`src/rtl/cache_fill_arbiter_pkg.sv`:
```
// Shared types and default geometry for the cache fill arbiter.
package cache_arb_pkg;

    localparam int WORDS_PER_BLOCK_DEF = 8;
    localparam int MEM_LATENCY_DEF     = 4;

    typedef enum logic [1:0] {IDLE, FILL, WRITE} arb_state_t;
    typedef enum logic [1:0] {GNT_NONE, GNT_I, GNT_D, GNT_DW} grant_t;

endpackage

```
`src/rtl/cache_fill_arbiter_if.sv`:
```
// Cache-side and memory-side signals of the fill arbiter.
// crit_ready exists only when CRITICAL_WORD_FIRST_EN is defined.
interface cache_fill_arbiter_if #(
    parameter int ADDR_W          = 16,
    parameter int DATA_W          = 16,
    parameter int WORDS_PER_BLOCK = 8
);
    localparam int WORD_W = $clog2(WORDS_PER_BLOCK);

    logic              i_miss;
    logic [ADDR_W-1:0] i_miss_addr;
    logic              d_miss;
    logic [ADDR_W-1:0] d_miss_addr;
    logic              d_wr_req;
    logic [ADDR_W-1:0] d_wr_addr;
    logic [DATA_W-1:0] d_wr_data;
    logic              mem_en;
    logic              mem_wr;
    logic [ADDR_W-1:0] mem_addr;
    logic [DATA_W-1:0] mem_data_in;
    logic [DATA_W-1:0] mem_data_out;
    logic              mem_valid;
    logic [DATA_W-1:0] fill_data;
    logic [WORD_W-1:0] fill_word;
    logic              i_fill_we;
    logic              d_fill_we;
    logic              i_fill_done;
    logic              d_fill_done;
    logic              d_wr_done;
    logic              busy;
`ifdef CRITICAL_WORD_FIRST_EN
    logic              crit_ready;
`endif

    modport master (
        input  i_miss, i_miss_addr, d_miss, d_miss_addr,
        input  d_wr_req, d_wr_addr, d_wr_data, mem_data_out, mem_valid,
        output mem_en, mem_wr, mem_addr, mem_data_in, fill_data, fill_word,
        output i_fill_we, d_fill_we, i_fill_done, d_fill_done, d_wr_done, busy
`ifdef CRITICAL_WORD_FIRST_EN
        , output crit_ready
`endif
    );

    modport slave (
        output i_miss, i_miss_addr, d_miss, d_miss_addr,
        output d_wr_req, d_wr_addr, d_wr_data, mem_data_out, mem_valid,
        input  mem_en, mem_wr, mem_addr, mem_data_in, fill_data, fill_word,
        input  i_fill_we, d_fill_we, i_fill_done, d_fill_done, d_wr_done, busy
`ifdef CRITICAL_WORD_FIRST_EN
        , input crit_ready
`endif
    );

endinterface

```
`src/rtl/cache_fill_arbiter_fill_counter.sv`:
```
// Loadable modulo-N word counter; o_last flags the final word of a wrap
// that began at the loaded value.
module fill_counter #(
    parameter int N = 8
) (
    input  logic                 clk,
    input  logic                 rst,
    input  logic                 i_load,
    input  logic [$clog2(N)-1:0] i_load_val,
    input  logic                 i_inc,
    output logic [$clog2(N)-1:0] o_cnt,
    output logic                 o_last
);
    localparam int W = $clog2(N);

    logic [W-1:0] r_cnt;
    logic [W-1:0] r_start;
    logic [W-1:0] w_cnt_next;

    // N is a power of two, so the natural W-bit wrap is the modulo.
    assign w_cnt_next = r_cnt + 1'b1;

    always_ff @(posedge clk or posedge rst) begin
        if (rst) begin
            r_cnt   <= '0;
            r_start <= '0;
        end else if (i_load) begin
            r_cnt   <= i_load_val;
            r_start <= i_load_val;
        end else if (i_inc) begin
            r_cnt <= w_cnt_next;
        end
    end

    assign o_cnt  = r_cnt;
    assign o_last = (w_cnt_next == r_start);

endmodule

```
`src/rtl/cache_fill_arbiter.sv`:
```
// Shares one pipelined memory between I-fill, D-fill and D write-through.
// Define CRITICAL_WORD_FIRST_EN to start fills at the missed word.
module cache_fill_arbiter
    import cache_arb_pkg::*;
#(
    parameter int WORDS_PER_BLOCK = WORDS_PER_BLOCK_DEF,
    parameter int MEM_LATENCY     = MEM_LATENCY_DEF,
    parameter int ADDR_W          = 16,
    parameter int DATA_W          = 16
) (
    input  logic                 clk,
    input  logic                 rst,
    cache_fill_arbiter_if.master bus
);
    localparam int WORD_W = $clog2(WORDS_PER_BLOCK);
    localparam int OFF_W  = WORD_W + 1;
    localparam int LAT_W  = $clog2(MEM_LATENCY) + 1;
    localparam logic [ADDR_W-1:0] BASE_MASK = ~ADDR_W'((1 << OFF_W) - 1);

    arb_state_t        r_state, w_next_state;
    grant_t            r_grant, w_gnt;
    logic [ADDR_W-1:0] r_base, w_miss_addr;
    logic              r_issuing;
    logic [LAT_W-1:0]  r_wait;
    logic [DATA_W-1:0] r_fill_data;
    logic [WORD_W-1:0] r_fill_word, w_start_idx, w_issue_cnt, w_ret_cnt;
    logic              r_i_we, r_d_we, r_i_done, r_d_done, r_wr_done;
    logic              w_issue_last, w_ret_last, w_issue, w_ret_valid;
    logic              w_wr_cycle, w_load, w_fill_end, w_wr_end;
    logic              w_wr_req, w_d_req, w_i_req;

    // A request is still high during its own done cycle; mask it so it is not re-granted.
    assign w_wr_req = bus.d_wr_req & ~r_wr_done;
    assign w_d_req  = bus.d_miss   & ~r_d_done;
    assign w_i_req  = bus.i_miss   & ~r_i_done;

    assign w_miss_addr = (w_gnt == GNT_I) ? bus.i_miss_addr : bus.d_miss_addr;
`ifdef CRITICAL_WORD_FIRST_EN
    assign w_start_idx = w_miss_addr[OFF_W-1:1];
`else
    assign w_start_idx = '0;
`endif

    assign w_load      = (w_gnt == GNT_I) || (w_gnt == GNT_D);
    assign w_issue     = (r_state == FILL) && r_issuing;
    assign w_ret_valid = (r_state == FILL) && bus.mem_valid;
    assign w_wr_cycle  = (r_state == WRITE) && (r_wait == LAT_W'(MEM_LATENCY - 1));

    fill_counter #(.N(WORDS_PER_BLOCK)) u_issue_cnt (
        .clk(clk), .rst(rst), .i_load(w_load), .i_load_val(w_start_idx),
        .i_inc(w_issue), .o_cnt(w_issue_cnt), .o_last(w_issue_last)
    );

    fill_counter #(.N(WORDS_PER_BLOCK)) u_ret_cnt (
        .clk(clk), .rst(rst), .i_load(w_load), .i_load_val(w_start_idx),
        .i_inc(w_ret_valid), .o_cnt(w_ret_cnt), .o_last(w_ret_last)
    );

    always_comb begin
        w_next_state = r_state;
        w_gnt        = GNT_NONE;
        w_fill_end   = 1'b0;
        w_wr_end     = 1'b0;
        case (r_state)
            IDLE: begin
                if (w_wr_req) begin
                    w_gnt        = GNT_DW;
                    w_next_state = WRITE;
                end else if (w_d_req) begin
                    w_gnt        = GNT_D;
                    w_next_state = FILL;
                end else if (w_i_req) begin
                    w_gnt        = GNT_I;
                    w_next_state = FILL;
                end
            end
            FILL: begin
                if (w_ret_valid && w_ret_last) begin
                    w_fill_end   = 1'b1;
                    w_next_state = IDLE;
                end
            end
            WRITE: begin
                if (r_wait == '0) begin
                    w_wr_end     = 1'b1;
                    w_next_state = IDLE;
                end
            end
            default: w_next_state = IDLE;
        endcase
    end

    always_ff @(posedge clk or posedge rst) begin
        if (rst) begin
            r_state     <= IDLE;
            r_grant     <= GNT_NONE;
            r_base      <= '0;
            r_issuing   <= 1'b0;
            r_wait      <= '0;
            r_fill_data <= '0;
            r_fill_word <= '0;
            r_i_we      <= 1'b0;
            r_d_we      <= 1'b0;
            r_i_done    <= 1'b0;
            r_d_done    <= 1'b0;
            r_wr_done   <= 1'b0;
        end else begin
            r_state <= w_next_state;
            if (w_gnt != GNT_NONE) r_grant <= w_gnt;
            if (w_load) begin
                r_base    <= w_miss_addr & BASE_MASK;
                r_issuing <= 1'b1;
            end else if (w_issue && w_issue_last) begin
                r_issuing <= 1'b0;
            end
            if (w_gnt == GNT_DW) r_wait <= LAT_W'(MEM_LATENCY - 1);
            else if ((r_state == WRITE) && (r_wait != '0)) r_wait <= r_wait - 1'b1;
            if (w_ret_valid) begin
                r_fill_data <= bus.mem_data_out;
                r_fill_word <= w_ret_cnt;
            end
            r_i_we    <= w_ret_valid && (r_grant == GNT_I);
            r_d_we    <= w_ret_valid && (r_grant == GNT_D);
            r_i_done  <= w_fill_end && (r_grant == GNT_I);
            r_d_done  <= w_fill_end && (r_grant == GNT_D);
            r_wr_done <= w_wr_end;
        end
    end

`ifdef CRITICAL_WORD_FIRST_EN
    logic [WORD_W-1:0] r_crit_idx;
    logic              r_crit;

    always_ff @(posedge clk or posedge rst) begin
        if (rst) begin
            r_crit_idx <= '0;
            r_crit     <= 1'b0;
        end else begin
            if (w_load) r_crit_idx <= w_start_idx;
            r_crit <= w_ret_valid && (w_ret_cnt == r_crit_idx);
        end
    end

    assign bus.crit_ready = r_crit;
`endif

    assign bus.mem_en      = w_issue | w_wr_cycle;
    assign bus.mem_wr      = w_wr_cycle;
    assign bus.mem_addr    = w_wr_cycle ? bus.d_wr_addr :
                             w_issue    ? (r_base | ADDR_W'({w_issue_cnt, 1'b0})) : '0;
    assign bus.mem_data_in = w_wr_cycle ? bus.d_wr_data : '0;
    assign bus.fill_data   = r_fill_data;
    assign bus.fill_word   = r_fill_word;
    assign bus.i_fill_we   = r_i_we;
    assign bus.d_fill_we   = r_d_we;
    assign bus.i_fill_done = r_i_done;
    assign bus.d_fill_done = r_d_done;
    assign bus.d_wr_done   = r_wr_done;
    assign bus.busy        = (r_state != IDLE);

endmodule

```
`src/flat_wrapper.sv`:
```
// flat-port wrapper written by rule: the top's interface ports become plain ports
module cache_fill_arbiter_flat import cache_arb_pkg::*;
#(
    parameter int WORDS_PER_BLOCK = WORDS_PER_BLOCK_DEF,
    parameter int MEM_LATENCY     = MEM_LATENCY_DEF,
    parameter int ADDR_W          = 16,
    parameter int DATA_W          = 16
)
  (clk, rst, bus_i_miss, bus_i_miss_addr, bus_d_miss, bus_d_miss_addr, bus_d_wr_req, bus_d_wr_addr, bus_d_wr_data, bus_mem_data_out, bus_mem_valid, bus_mem_en, bus_mem_wr, bus_mem_addr, bus_mem_data_in, bus_fill_data, bus_fill_word, bus_i_fill_we, bus_d_fill_we, bus_i_fill_done, bus_d_fill_done, bus_d_wr_done, bus_busy);
  cache_fill_arbiter_if #(.ADDR_W(ADDR_W), .DATA_W(DATA_W), .WORDS_PER_BLOCK(WORDS_PER_BLOCK)) bus_i ();
  input  logic clk;
  input  logic rst;
  input wire logic [$bits(bus_i.i_miss)-1:0] bus_i_miss;
  input wire logic [$bits(bus_i.i_miss_addr)-1:0] bus_i_miss_addr;
  input wire logic [$bits(bus_i.d_miss)-1:0] bus_d_miss;
  input wire logic [$bits(bus_i.d_miss_addr)-1:0] bus_d_miss_addr;
  input wire logic [$bits(bus_i.d_wr_req)-1:0] bus_d_wr_req;
  input wire logic [$bits(bus_i.d_wr_addr)-1:0] bus_d_wr_addr;
  input wire logic [$bits(bus_i.d_wr_data)-1:0] bus_d_wr_data;
  input wire logic [$bits(bus_i.mem_data_out)-1:0] bus_mem_data_out;
  input wire logic [$bits(bus_i.mem_valid)-1:0] bus_mem_valid;
  output wire logic [$bits(bus_i.mem_en)-1:0] bus_mem_en;
  output wire logic [$bits(bus_i.mem_wr)-1:0] bus_mem_wr;
  output wire logic [$bits(bus_i.mem_addr)-1:0] bus_mem_addr;
  output wire logic [$bits(bus_i.mem_data_in)-1:0] bus_mem_data_in;
  output wire logic [$bits(bus_i.fill_data)-1:0] bus_fill_data;
  output wire logic [$bits(bus_i.fill_word)-1:0] bus_fill_word;
  output wire logic [$bits(bus_i.i_fill_we)-1:0] bus_i_fill_we;
  output wire logic [$bits(bus_i.d_fill_we)-1:0] bus_d_fill_we;
  output wire logic [$bits(bus_i.i_fill_done)-1:0] bus_i_fill_done;
  output wire logic [$bits(bus_i.d_fill_done)-1:0] bus_d_fill_done;
  output wire logic [$bits(bus_i.d_wr_done)-1:0] bus_d_wr_done;
  output wire logic [$bits(bus_i.busy)-1:0] bus_busy;
  assign bus_i.i_miss = bus_i_miss;
  assign bus_i.i_miss_addr = bus_i_miss_addr;
  assign bus_i.d_miss = bus_d_miss;
  assign bus_i.d_miss_addr = bus_d_miss_addr;
  assign bus_i.d_wr_req = bus_d_wr_req;
  assign bus_i.d_wr_addr = bus_d_wr_addr;
  assign bus_i.d_wr_data = bus_d_wr_data;
  assign bus_i.mem_data_out = bus_mem_data_out;
  assign bus_i.mem_valid = bus_mem_valid;
  assign bus_mem_en = bus_i.mem_en;
  assign bus_mem_wr = bus_i.mem_wr;
  assign bus_mem_addr = bus_i.mem_addr;
  assign bus_mem_data_in = bus_i.mem_data_in;
  assign bus_fill_data = bus_i.fill_data;
  assign bus_fill_word = bus_i.fill_word;
  assign bus_i_fill_we = bus_i.i_fill_we;
  assign bus_d_fill_we = bus_i.d_fill_we;
  assign bus_i_fill_done = bus_i.i_fill_done;
  assign bus_d_fill_done = bus_i.d_fill_done;
  assign bus_d_wr_done = bus_i.d_wr_done;
  assign bus_busy = bus_i.busy;
  cache_fill_arbiter #(.WORDS_PER_BLOCK(WORDS_PER_BLOCK), .MEM_LATENCY(MEM_LATENCY), .ADDR_W(ADDR_W), .DATA_W(DATA_W)) u_core (.clk(clk), .rst(rst), .bus(bus_i));
endmodule
```
`config.mk`:
```
export PLATFORM = sky130hd
export DESIGN_NAME = cache_fill_arbiter_flat
export DESIGN_NICKNAME = d
export VERILOG_FILES = /design/src/rtl/cache_fill_arbiter_pkg.sv /design/src/rtl/cache_fill_arbiter_if.sv /design/src/rtl/cache_fill_arbiter_fill_counter.sv /design/src/rtl/cache_fill_arbiter.sv /design/src/flat_wrapper.sv
export SDC_FILE = /design/constraint.sdc
export NUM_CORES = 1
export LEC_CHECK = 0
export CAP_MARGIN = 15
export CORE_MARGIN = 2
export CORE_UTILIZATION = 38
export DETAILED_ROUTE_END_ITERATION = 7
export MAX_ROUTING_LAYER = met4
export PLACE_DENSITY_LB_ADDON = 0.08
export SETUP_SLACK_MARGIN = 0.4
export SYNTH_ARGS = -nofsm -noshare
export SYNTH_HDL_FRONTEND = slang
export SYNTH_SLANG_ARGS = --single-unit
```
`constraint.sdc`:
```
create_clock -name clk -period 2.3 [get_ports clk]
set_input_delay 0.23 -clock clk [delete_from_list [all_inputs] [get_ports clk]]
set_output_delay 0.23 -clock clk [all_outputs]
set_load 0.01 [all_outputs]
```
After elaboration in Yosys (flattened, before gate mapping)
Index checks and enable logic that the tools add are counted.
{ "classes": {"mux": 26, "div": 0, "eq_ne": 11, "addsub": 3, "bitwise_logic": 8, "reduce_logical": 23, "magnitude_cmp": 0, "shift": 0, "n_mul": 0} }
{ "ops": {"columns": ["cell", "count"], "rows": [
  ["2-to-1 mux 16 bit", 4],
  ["2-to-1 mux 3 bit", 6],
  ["2-to-1 mux 2 bit", 8],
  ["bitwise OR 16 x 4 -> 16 bit", 1],
  ["nonzero test 2 bit", 6],
  ["logical AND 1 bit", 10],
  ["zero test 3 bit", 3],
  ["equality test 2 bit (second input constant)", 4],
  ["2-to-1 mux 1 bit", 7],
  ["adder 3 x 1 -> 3 bit (second input constant)", 2],
  ["equality test 2 x 1 -> 1 bit (second input constant)", 3],
  ["one-hot mux 2 bit (3 select lines)", 1],
  ["!= test 2 bit (second input constant)", 2],
  ["!= test 4 x 1 -> 1 bit (second input constant)", 1],
  ["bitwise AND 1 bit", 3],
  ["equality test 3 x 2 -> 1 bit (second input constant)", 1],
  ["inverter 1 bit", 3],
  ["AND reduction 3 bit", 1],
  ["nonzero test 3 bit", 1],
  ["subtractor 3 x 1 -> 3 bit (second input constant)", 1],
  ["zero test 2 bit", 1],
  ["logical OR 1 bit", 1],
  ["bitwise OR 1 bit", 1]
]} }
{ "totals": {"register_bits": 50, "inputBits": 86, "ram_bits": 0, "romBits": 0, "out_inout_bits": 59, "latch_bits": 0, "memories": 0, "wordCells": 85} }

Longest topological paths before layout
Gate-level depths: netlist (run 1).
{ "logic_depth": {"ltp_word": 9, "ltp_mapped": 8, "ltp_nobuf": 6} }

By module
A second synthesis (run 1) with hierarchy kept.
{ "hier_totals": {"hier_cells": 286, "area_unflattened_um2": 3019.1} }
{ "by_module_without_submodules": {"columns": ["mod", "seq_area_each_um2", "n_inst", "area_each_um2", "cells_each"], "rows": [
  ["cache_fill_arbiter", 1101.1, 1, 2381.0, 230],
  ["fill_counter", 150.1, 2, 319.1, 28]
]} }

Worst setup path after synthesis (run 1)
Ideal clock, no wire load.
{ "synth_path": {"path_kind": "register to register", "start": "reg u_core.r_state[0]", "end": "reg u_core.r_base[15]", "setup_time_ps": 137, "stages_incl_launch_ff": 9, "n_path_buf": 2, "t_arrival_ps": 1654, "period_less_slack_ps": 1791, "setup_slack_ps": 509, "required_ps": 2163, "cell_sequence": "dfrtp_1 > buf_2 > nor2_1 > inv_1 > nor2_1 > ha_1 > buf_2 > mux2i_1 > a21oi_1"} }
{ "synth_between": {"elab_chain_cells": 4, "word_cells_on_any_way": 6, "cone_classes": "2 x eq/ne; 2 x mux; 2 x reduce/logical"} }
{ "synth_rtl": {"columns": ["item", "line", "source"], "rows": [
  ["start: declaration", "cache_fill_arbiter.sv:20", "arb_state_t r_state, w_next_state;"],
  ["start signal: assignment", "cache_fill_arbiter.sv:108", "r_state <= w_next_state;"],
  ["zero test 2 bit (*)", "cache_fill_arbiter.sv:64", "case (r_state)"],
  ["2-to-1 mux 2 bit (*)", "cache_fill_arbiter.sv:64", null],
  ["net u_core.w_gnt[0]", "cache_fill_arbiter.sv:21", "grant_t r_grant, w_gnt;"],
  ["equality test 2 x 1 -> 1 bit or equality test 2 bit (tied branches)", "cache_fill_arbiter.sv:37, cache_fill_arbiter.sv:44", null],
  ["2-to-1 mux 16 bit or logical OR 1 bit (tied branches)", "cache_fill_arbiter.sv:37, cache_fill_arbiter.sv:44", null],
  ["end signal: assignment", "cache_fill_arbiter.sv:111", "r_base <= w_miss_addr & BASE_MASK;"],
  ["end: declaration", "cache_fill_arbiter.sv:22", "logic [ADDR_W-1:0] r_base, w_miss_addr;"]
]} }
The timed path passes the listed nets; every way through them passes the cells marked *.
A chain may end at the register's enable or synchronous reset.

Final worst setup path (run 1)
{ "layout_path": {"start": "reg u_core.r_state[0]", "end": "reg u_core.r_base[8]"} }
{ "layout_between": {"elab_chain_cells": 4, "word_cells_on_any_way": 6, "cone_classes": "2 x eq/ne; 2 x mux; 2 x reduce/logical"} }
{ "layout_rtl": {"columns": ["item", "line", "source"], "rows": [
  ["zero test 2 bit (*)", "cache_fill_arbiter.sv:64", null],
  ["2-to-1 mux 2 bit (*)", "cache_fill_arbiter.sv:64", null],
  ["equality test 2 x 1 -> 1 bit or equality test 2 bit (tied branches)", "cache_fill_arbiter.sv:44", "assign w_load = (w_gnt == GNT_I) || (w_gnt == GNT_D);"],
  ["logical OR 1 bit (*)", "cache_fill_arbiter.sv:44", null],
  ["net u_core.u_issue_cnt.i_load", "cache_fill_arbiter_fill_counter.sv:8", "input logic i_load,"]
]} }
Marks and branches as above.

==> results of run 1 <==
[power groups by stage]
stage / logic [uW] / registers, uW / clock network, uW
2_1_floorplan: 1360 / 1470 / 0
3_3_place_gp: 2520 / 1460 / 0
3_5_place_dp: 2570 / 1470 / 0
4_1_cts: 2970 / 1420 / 529
5_1_grt: 3460 / 1480 / 561
6_report: 3200 / 1440 / 511
[cell usage in the layout, fill, tap and decap left out, types with 10 or more instances in the layout]
cell / count
a21oi_1: 10
a22o_1: 16
and2_1: 17
buf_2: 31
buf_4: 14
buf_6: 13
clkdlybuf4s50_1: 101
dfrtp_1: 48
inv_1: 10
mux2_2: 19
mux2i_1: 16
nor2_1: 10
[final cells by class]
class	count	area, um2
clock buffer	6	72.6
clock inverter	2	13.8
fill	519	2110
inverter	11	41.3
multi-input combinational	146	1240
tap	77	96.3
sequential	50	1250
timing repair buffer	165	1520
[worst register-to-register path: stages, from the launching register on]
cell	delay [ns]
dfrtp_2	0.45
buf_6	0.13
buf_6	0.11
buf_6	0.12
a211o_4	0.34
ha_4	0.36
buf_12	0.16
nor2_2	0.05
a21oi_1	0.13
[routing by layer]
layer,global-route usage,up-vias
met4,0.0505,0
met5,-,-
met2,0.322,89
met1,0.240,1060
li1,-,1082
met3,0.0467,6
[worst paths after layout]
kind | cells after the start | end
hold / removal | 2 | u_core.bus.fill_data[7]$_DFFE_PP0P_
setup reg to reg | 8 | u_core.r_base[8]$_DFFE_PP0P_
setup / recovery | 8 | u_core.r_base[8]$_DFFE_PP0P_
max in group asynchronous | 3 | u_core.r_state[1]$_DFFE_PP0P_
hold reg to reg | 1 | u_core.r_issuing$_DFFE_PP0P_
min in group clk | 1 | u_core.r_issuing$_DFFE_PP0P_
[registers in the layout (all words and copies together), names as in the netlist]
register                  cells
u_core.bus.d_wr_done          1
u_core.bus.fill_data         16
u_core.r_issuing              1
u_core.r_base                12
u_core.u_ret_cnt.o_cnt        3
u_core.bus.i_fill_done        1
u_core.r_state                2
u_core.u_issue_cnt.o_cnt      3
u_core.r_wait                 3
u_core.bus.d_fill_done        1
u_core.bus.fill_word          3
u_core.bus.d_fill_we          1
u_core.bus.i_fill_we          1
u_core.r_grant                2
[metrics by stage]
stage | hold slack, ns | utilization | worst slack (ns) | total power, uW
2_1_floorplan | 0.362 | - | 0.509 | 2840
3_3_place_gp | 0.454 | 0.623 | 0.0807 | 3970
3_5_place_dp | 0.462 | 0.623 | 0.0315 | 4030
4_1_cts | 0.295 | 0.646 | 0.311 | 4920
5_1_grt | 0.337 | 0.667 | 0.313 | 5500
6_report | 0.284 | 0.667 | 0.368 | 5150
[cells by family after synthesis]
| family | share of synthesized area |
|---|---|
| AOI/OAI and AO/OA | 0.113 |
| xor gates and xnor gates | 0.00699 |
| adders and majority gates | 0.0449 |
| buffers and inverters | 0.0524 |
| DFF | 0.499 |
| muxes | 0.158 |
| and+or+nand+nor | 0.126 |
[repair_timing]
| item | 4_1_cts | 5_1_grt |
|---|---|---|
| pin swaps | 4 | 1 |
| gates cloned | 5 | 0 |
| resized for setup | 151 | 29 |
| setup endpoints to repair | 46 | 46 |
| setup buffers | 9 | 8 |
==> impl_metrics.yaml, run 1 <==
status:
  outcome: "finished clean"
floorplanning:
  ioPinCount: 145
  core_area_mm2: 0.00635
  die_y_um: 85.2
  initial_core_util: 0.395
  dieWidth_um: 85.2
  die_area_mm2: 0.00726
  rows: 29
global_route:
  antenna_found_initial: 0
  grt_overflow: 0
  track_usage: 0.195
  grt_pass1_wl_mm: 10.8
  grt_max_degree: 27
  grt_pass1_vias: 2216
drt:
  antenna_left: 0
  via_per_inst: 4.89
  totalWireLength_mm: 6.97
  drt-initial-drc-count: 64
  wl_met2_mm: 3.49
  drt-pass1-iter-count: 4
  met1_length_mm: 2.88
  via_count: 2237
  drc: 0
  highest_layer: "met4"
  met3WireLength_um: 535
  wl_per_cell_um: 15.2
timing:
  worstMarginPinSlew_ns: 0.543
  fmax_ghz: 0.518
  fin_skew_ns: 0.00308
  setup_viol: 0
  finalCritPeriodShare: 0.840
  finalSetupTns_ns: 0
  drv_slew: 0
  rsz0062_at_grt: "true"
  hold_viol: 0
  slew_headroom: 0.637
  period_needed_ns: 1.93
critical_path:
  crit_arrival_ns: 2.16
  path_class: "flop to flop"
  crit_buf_inv: 4
  path_common_cell: "buf_6"
  crit_fanout: 8
  cp_slowest_stage_delay_ns: 0.45
  crit_path_start: "u_core.r_state[0]$_DFFE_PP0P_"
  cp_cell_sequence: "buf_6, buf_6, buf_6, a211o_4, ha_4, buf_12, nor2_2, a21oi_1"
  rrSetupSlack_ns: 0.37
  cp_top_family: "buffers and inverters"
  cp-end-kind: "flop"
  cp-start-kind: "flop"
  critPathRequiredTime_ns: 2.53
  crit_path_top_delay_cell: "dfrtp_2"
  r2r-start: "u_core.r_state[0]$_DFFE_PP0P_"
yosys:
  synth_area_leader_cell: "dfrtp_1"
  ys_seq_elements: 50
  ys_async_sr_fraction: 1.00
  synth_cells: 220
  yosysMostFrequentCell: "dfrtp_1"
  synth_seq_area_share: 0.499
  yosys.area.top_type_share: 0.499
  synth_ff_type: "dfrtp_1"
  syn-cell-area_mm2: 0.00251
  yosysWarnings: 0
  ys_top_cells_by_count: "50 x dfrtp_1, 22 x nor2_1, 19 x mux2_2"
  ys_types: 36
  ys_top_cells_by_area: "dfrtp_1 50%, mux2_2 8.5%, mux2i_1 6.8%"
  synth_edf_count: 0
  syn_area_per_cell_um2: 11.4
  synthesis.nets: 315
power_and_ir_drop:
  internal-power_uw: 3250
  seq_power_share: 0.280
  switching_share: 0.370
  clkPwrFrac: 0.099
  switching_power_uw: 1900
  leakage_uw: 0.00196
  combPwrFrac: 0.621
  peakVddDrop_uv: 672
  power.density_mw_per_mm2: 1220
clock_network:
  cts_inserted_buffers: 5
  clockBufferDepth: 2
  hold_buffers: 0
  cts_tree: "done"
  clkLatencyLatePin_ns: 0.30
  h-tree-depth: 2
  cts_sinks: 50
  clk_pin_slew_ns: 0.09
  clock-root-buffer: "clkbuf_8"
flow_run:
  max_cap_viol_count: 0
placement:
  dp_cells: 427
  io_buffers: 136
  dpl-instance-area_mm2: 0.00396
  hpwl_mm: 4.84
  place.gp.congestion: 0.729
finish:
  syn_to_final_growth_pct: 69.0
  finalNonFillerCells: 457
  finalInstanceArea_mm2: 0.00424
  nets: 474
  final_layout_size_suffix_gt1_frac: 0.303
  diodes: 0
hold_path:
  hp-class: "input port to asynchronous set/reset pin"
Note: power is estimated with default switching activity, not from simulation.
==> run 2: changes to the inputs <==
==> constraint.sdc (replaced) <==
create_clock -name clk -period 2 [get_ports clk]
set_input_delay 0.2 -clock clk [delete_from_list [all_inputs] [get_ports clk]]
set_output_delay 0.2 -clock clk [all_outputs]
set_load 0.01 [all_outputs]
==> impl_metrics.yaml, run 2 (synthesis results as in run 1) <==
drt:
  via_per_inst: 5.27
  totalWireLength_mm: 8.88
  drc: 0
  drt-initial-drc-count: 76
  drt-pass1-iter-count: 4
  wl_per_cell_um: 18.6
  via_count: 2512
  antenna_left: 0
timing:
  hold_viol: 0
  drv_slew: 0
  fin_skew_ns: 0.00368
  finalSetupTns_ns: -0.0302
  slew_headroom: 0.677
  period_needed_ns: 2.02
  fmax_ghz: 0.495
  layout_setup_ws_ns: -0.0210
  setup_viol: 4
  rsz0062_at_grt: "true"
  finalCritPeriodShare: 1.01
  holdWs_ns: 0.255
  worstMarginPinSlew_ns: 0.483
placement:
  hpwl_mm: 4.97
  dpl-instance-area_mm2: 0.00404
  io_buffers: 136
  place.gp.congestion: 0.736
  dp_cells: 428
critical_path:
  reg2regPathDepth: 9
  rrSetupSlack_ns: 0.03
  crit_path_top_delay_cell: "dfrtp_2"
  crit_arrival_ns: 1.82
  critPathRequiredTime_ns: 1.80
  cp-start-kind: "flop"
  cp_slowest_stage_delay_ns: 0.46
  crit_path_start: "u_core.r_state[0]$_DFFE_PP0P_"
  path_class: "flop to output pin"
  crit_fanout: 5
  cp-end-kind: "output pin"
  cp_cell_sequence: "nor4bb_4, buf_4, buf_6, buf_12, a22o_1, buf_2"
  reg2reg_to: "u_core.r_base[9]$_DFFE_PP0P_"
  r2r-start: "u_core.r_state[0]$_DFFE_PP0P_"
clock_network:
  clock-root-buffer: "clkbuf_8"
  clockBufferDepth: 2
  cts_sinks: 50
  cts_inserted_buffers: 5
  cts_tree: "done"
  clkLatencyLatePin_ns: 0.30
  clk_pin_slew_ns: 0.09
  hold_buffers: 0
  h-tree-depth: 2
power_and_ir_drop:
  switching_power_uw: 2880
  internal-power_uw: 5080
  power.density_mw_per_mm2: 1570
  clkPwrFrac: 0.089
  combPwrFrac: 0.695
  peakVddDrop_uv: 1160
  switching_share: 0.361
  seq_power_share: 0.215
  leakage_uw: 0.00231
  total_power_uw: 7960
hold_path:
  hp-class: "input port to asynchronous set/reset pin"
finish:
  final_layout_size_suffix_gt1_frac: 0.450
  mostFrequentLayoutCells: "101 x clkdlybuf4s50_1, 49 x dfrtp_1, 30 x buf_6"
  diodes: 0
  finalInstanceArea_mm2: 0.00507
  layout_commonest_cell: "clkdlybuf4s50_1"
  nets: 494
  syn_to_final_growth_pct: 102
  largest_reg_flops: 16
  finalNonFillerCells: 477
flow_run:
  max_cap_viol_count: 0
global_route:
  grt_use_met1: 0.258
  grt_pass1_wl_mm: 12.4
  grt_overflow: 0
  grt_pass1_vias: 2470
  use_met2: 0.391
  grt_max_degree: 51
  antenna_found_initial: 0
  busiest_layer: "met2"
  track_usage: 0.224
  met3_usage: 0.0389
floorplanning:
  ioPinCount: 145
  die_area_mm2: 0.00726
  core_area_mm2: 0.00635
  die_y_um: 85.2
  initial_core_util: 0.395
  rows: 29
  dieWidth_um: 85.2
status:
  violations: "negative setup slack"
  outcome: "finished with violations"
[run 2: cell count changes in the layout (fill, tap and decap cells not counted), sizes merged]
cell	delta
nand3b	+3
buf	+19
bufinv	+1
dlymetal6s2s	-1
clkdlybuf4s15	-1
clkbuf	-1
[run 2: routing by layer]
| layer | up-vias | wire, um |
|---|---|---|
| met1 | 1237 | 3410 |
| met4 | 0 | 185 |
| met2 | 123 | 4730 |
| met3 | 18 | 556 |
| li1 | 1134 | - |
| met5 | - | 0 |
[run 2: worst max-delay path by stage]
stage	to	slack, ns
after floorplan	u_core.r_issuing$_DFFE_PP0P_	0.40
after global placement	u_core.r_base[4]$_DFFE_PP0P_	0.04
after detailed placement	u_core.r_base[11]$_DFFE_PP0P_	-0.02
after CTS	bus_mem_addr[9]	0.005
after global routing	bus_mem_addr[9]	-0.09
final	bus_mem_addr[9]	-0.02
[run 2: critical path: cells and delay by family, from the launching register on]
kind | cells | cell delay [ns]
flops | 1 | 0.46
simple gates | 1 | 0.36
buf+inv | 4 | 0.55
compound gates | 1 | 0.15
[run 2: power groups by stage]
stage,logic [uW],registers (uW),clock network [uW]
after floorplan,1690,1700,0
after global placement,3080,1630,0
after detailed placement,3150,1660,0
after CTS,4330,1640,724
after global routing,5850,1750,765
final,5530,1710,712
[run 2: what timing repair did]
| action | in CTS | in global routing |
|---|---|---|
| gates resized for setup | 179 | 103 |
| gates cloned | 6 | 4 |
| setup buffers | 20 | 11 |
| pin swaps | 20 | 28 |
| setup endpoints to repair | 54 | 80 |
[run 2: metrics by stage]
stage | setup slack [ns] | utilization
floorplan | 0.400 | -
global placement | 0.0411 | 0.636
detailed placement | -0.0221 | 0.636
CTS | 0.00531 | 0.705
global route | -0.0885 | 0.798
finish | -0.0210 | 0.798
[run 2: final cells by class]
type,instances,area (um2)
Multi-Input combinational cell,149,1630
Clock inverter,3,40.0
Fill cell,391,1280
Tap cell,77,96.3
Clock buffer,5,68.8
Timing Repair Buffer,182,1940
Sequential cell,50,1250
Inverter,11,41.3
==> run 3: changes to the inputs <==
--- a/config.mk
+++ b/config.mk
@@ -12,6 +12,7 @@
 export MAX_ROUTING_LAYER = met4
 export PLACE_DENSITY_LB_ADDON = 0.08
 export SETUP_SLACK_MARGIN = 0.4
+export SLEW_MARGIN = 20
 export SYNTH_ARGS = -nofsm -noshare
 export SYNTH_HDL_FRONTEND = slang
 export SYNTH_SLANG_ARGS = --single-unit
==> results of run 3 <==
No change in the layout: final DEF, timing and power equal those of run 2.
==> edit, RTL diff (settings of run 1) <==
Set the package constant `WORDS_PER_BLOCK_DEF` to 16 (it was 8).
--- a/src/rtl/cache_fill_arbiter_pkg.sv
+++ b/src/rtl/cache_fill_arbiter_pkg.sv
@@ -2,5 +2,5 @@
 package cache_arb_pkg;
 
-    localparam int WORDS_PER_BLOCK_DEF = 8;
+    localparam int WORDS_PER_BLOCK_DEF = 16;
     localparam int MEM_LATENCY_DEF     = 4;
 
Interface: changed (resized bus_fill_word); port bits go from 145 to 146. The function was not compared with the original's and may differ.
==> edit against run 1 <==
  * Synthesized cell count rose by 23%
  * Area after synthesis rose by 11%
  * Sequential cell count rose by 2
  * Via count rose by 10%
  * Wire length rose by 6.7%
  * Total power fell by 3.0%
  * Setup slack improved by 0.061 ns
  * Critical endpoint is now bus_mem_addr[11]
  * First-iteration DRC count fell by 9.4%
  * Highest routed layer unchanged
  * Design area rose by 5.2%
  * Die area rose by 10%
  * Combinational power fell by 8.4%
==> edit: results (changes against run 1) <==
INFO  outcome        run_status=complete, no violations
INFO  timing         clock-skew-final=0.00806ns [+0.00498 ns]
INFO  placement      gp_congestion=0.720 [-1.2%]
INFO  pwr            sequentialPower=1.47mW
INFO  finish         layout_cells_sized_above_1=0.232 [-0.0711]
INFO  finish         finalNetCount=516 [+8.9%]
INFO  critical_path  reg2reg_slack=0.45ns [+0.08 ns]
INFO  min_path       path_category_of_the_worst_min_delay_check=in2async
INFO  grt            use_met3=0.0397 [-0.00699]
INFO  placement      placement.cell_area=4260squm [+7.8%]
INFO  grt            grt_util_met2=0.323 [+0.000789]
INFO  pwr            power_report.internal_total=3.20mW [-1.5%]
INFO  grt            groute.layer.met1.usage=0.202 [-0.0379]
INFO  critical_path  cpMaxStageDelayCell=dfrtp_1
INFO  grt            grt_first_pass_wirelength=10.8mm [-0.39%]
INFO  synthesis      post_synth_main_area_contributors=dfrtp_1, mux2_2, a21oi_1
INFO  pwr            leakage=2.01nW [+2.5%]
INFO  critical_path  timing.critical_path.slowest_cell_delay=0.42ns [-0.03 ns]
INFO  grt            groute.usage.overall=0.178 [-0.0166]
INFO  pwr            sequentialPowerShare=0.295 [+0.015]
INFO  synthesis      synth_commonest_cells=dfrtp_1, nand2_1, a21oi_1, nor2_1, mux2_2
INFO  synthesis      synthDistinctLibCells=43 [+19%]
INFO  critical_path  worstReg2RegEnd=u_core.r_base[13]
INFO  grt            first_global_vias=2426 [+9.5%]
INFO  placement      dp_hpwl=5.15mm [+6.5%]
INFO  synthesis      synthesis.area_per_instance=10.3squm [-9.8%]
INFO  critical_path  worstPathMaxFanout=7 [-1]
INFO  timing         holdWs=0.295ns [+0.0111 ns]
INFO  grt            grt_start_max_net_pins=53 [+96%]
INFO  placement      placedCellCount=499 [+17%]
INFO  pwr            vdd.ir_drop.worst=0.719mV [+7.0%]
INFO  critical_path  r2r_cells=7 [-1]
INFO  placement      count_of_port_buffers_added_during_placement=135 [-0.74%]
INFO  detailed_routing via_per_inst=4.77 [-2.6%]
INFO  placement      dpl_worst_slack=0.0188ns [-0.0127 ns]
INFO  finish         finalCoreUtilization=0.621 [-0.0463]
INFO  critical_path  cp_data_arrival_time=1.64ns [-0.52 ns]
INFO  synthesis      synth_seq_area_share=0.469 [-0.0303]
INFO  detailed_routing routed-via-count=2469 [+10%]
INFO  synthesis      mappedNetlistNets=366 [+16%]
INFO  detailed_routing drt-initial-drc-count=58 [-9.4%]
INFO  detailed_routing wirelength=7.44mm [+6.7%]
INFO  pwr            pwr.group.combinational=2.93mW [-8.4%]
INFO  critical_path  r2r-start=u_core.r_state[1]
INFO  timing         max-slew-margin-rel=0.790 [+0.153]
==> edit: cell types whose count changed in the layout (fill, tap and decap cells not counted), sizes merged, moves of 5 or more <==
cell    delta
a22o      -15
o21ai      +6
a21oi     +16
buf       -29
nand2     +29
nand2b     +5
mux2i      -5
clkbuf    +20
==> edit: kinds of logic (layout without fill, tap and decap cells) <==
kind of cell               Yosys count  after routing  synth area share
and+or+nand+nor                    102            102             0.203
DFF                                 52             52             0.469
AOI/OAI and AO/OA                   46             46            0.0910
muxes                               32             32             0.124
buffers and inverters               21            170            0.0460
adders and majority gates           10             10            0.0451
xor gates and xnor gates             7              7            0.0221
==> edit: how the worst max path moves through the flow <==
stage	startpoint	to	slack, ns	cells after the start
finish	u_core.r_state[0]	bus_mem_addr[11]	0.43	6
global route	u_core.r_state[0]	bus_mem_addr[5]	0.36	6
CTS	u_core.r_wait[0]	bus_mem_addr[14]	0.33	7
detailed placement	bus_i_miss	u_core.r_base[8]	0.02	7
global placement	bus_d_wr_req	u_core.r_base[8]	0.08	7
floorplan	u_core.r_state[0]	u_core.r_base[15]	0.41	8
==> edit: final cells by class <==
class	instances	area [sq um]
well taps	99	124
clock buffers	5	68.8
flip-flops and latches	52	1300
clock inverters	1	30.0
inverters	8	35.0
fillers	635	2720
multi-input cells	197	1410
repair buffers	156	1490
==> edit: what timing repair did <==
| item | in CTS | in global routing |
|---|---|---|
| pin swaps | 2 | 5 |
| cloned | 0 | 3 |
| gates resized for setup | 92 | 39 |
| setup buffers | 7 | 3 |
| endpoints found under the setup margin | 54 | 42 |
==> edit: metal layers <==
layer | share of wire | up-vias | routed length [microns]
li1 | - | 1214 | -
met1 | 0.40 | 1160 | 2970
met2 | 0.52 | 91 | 3870
met3 | 0.073 | 4 | 545
met4 | 0.0074 | 0 | 55
met5 | 0 | - | 0
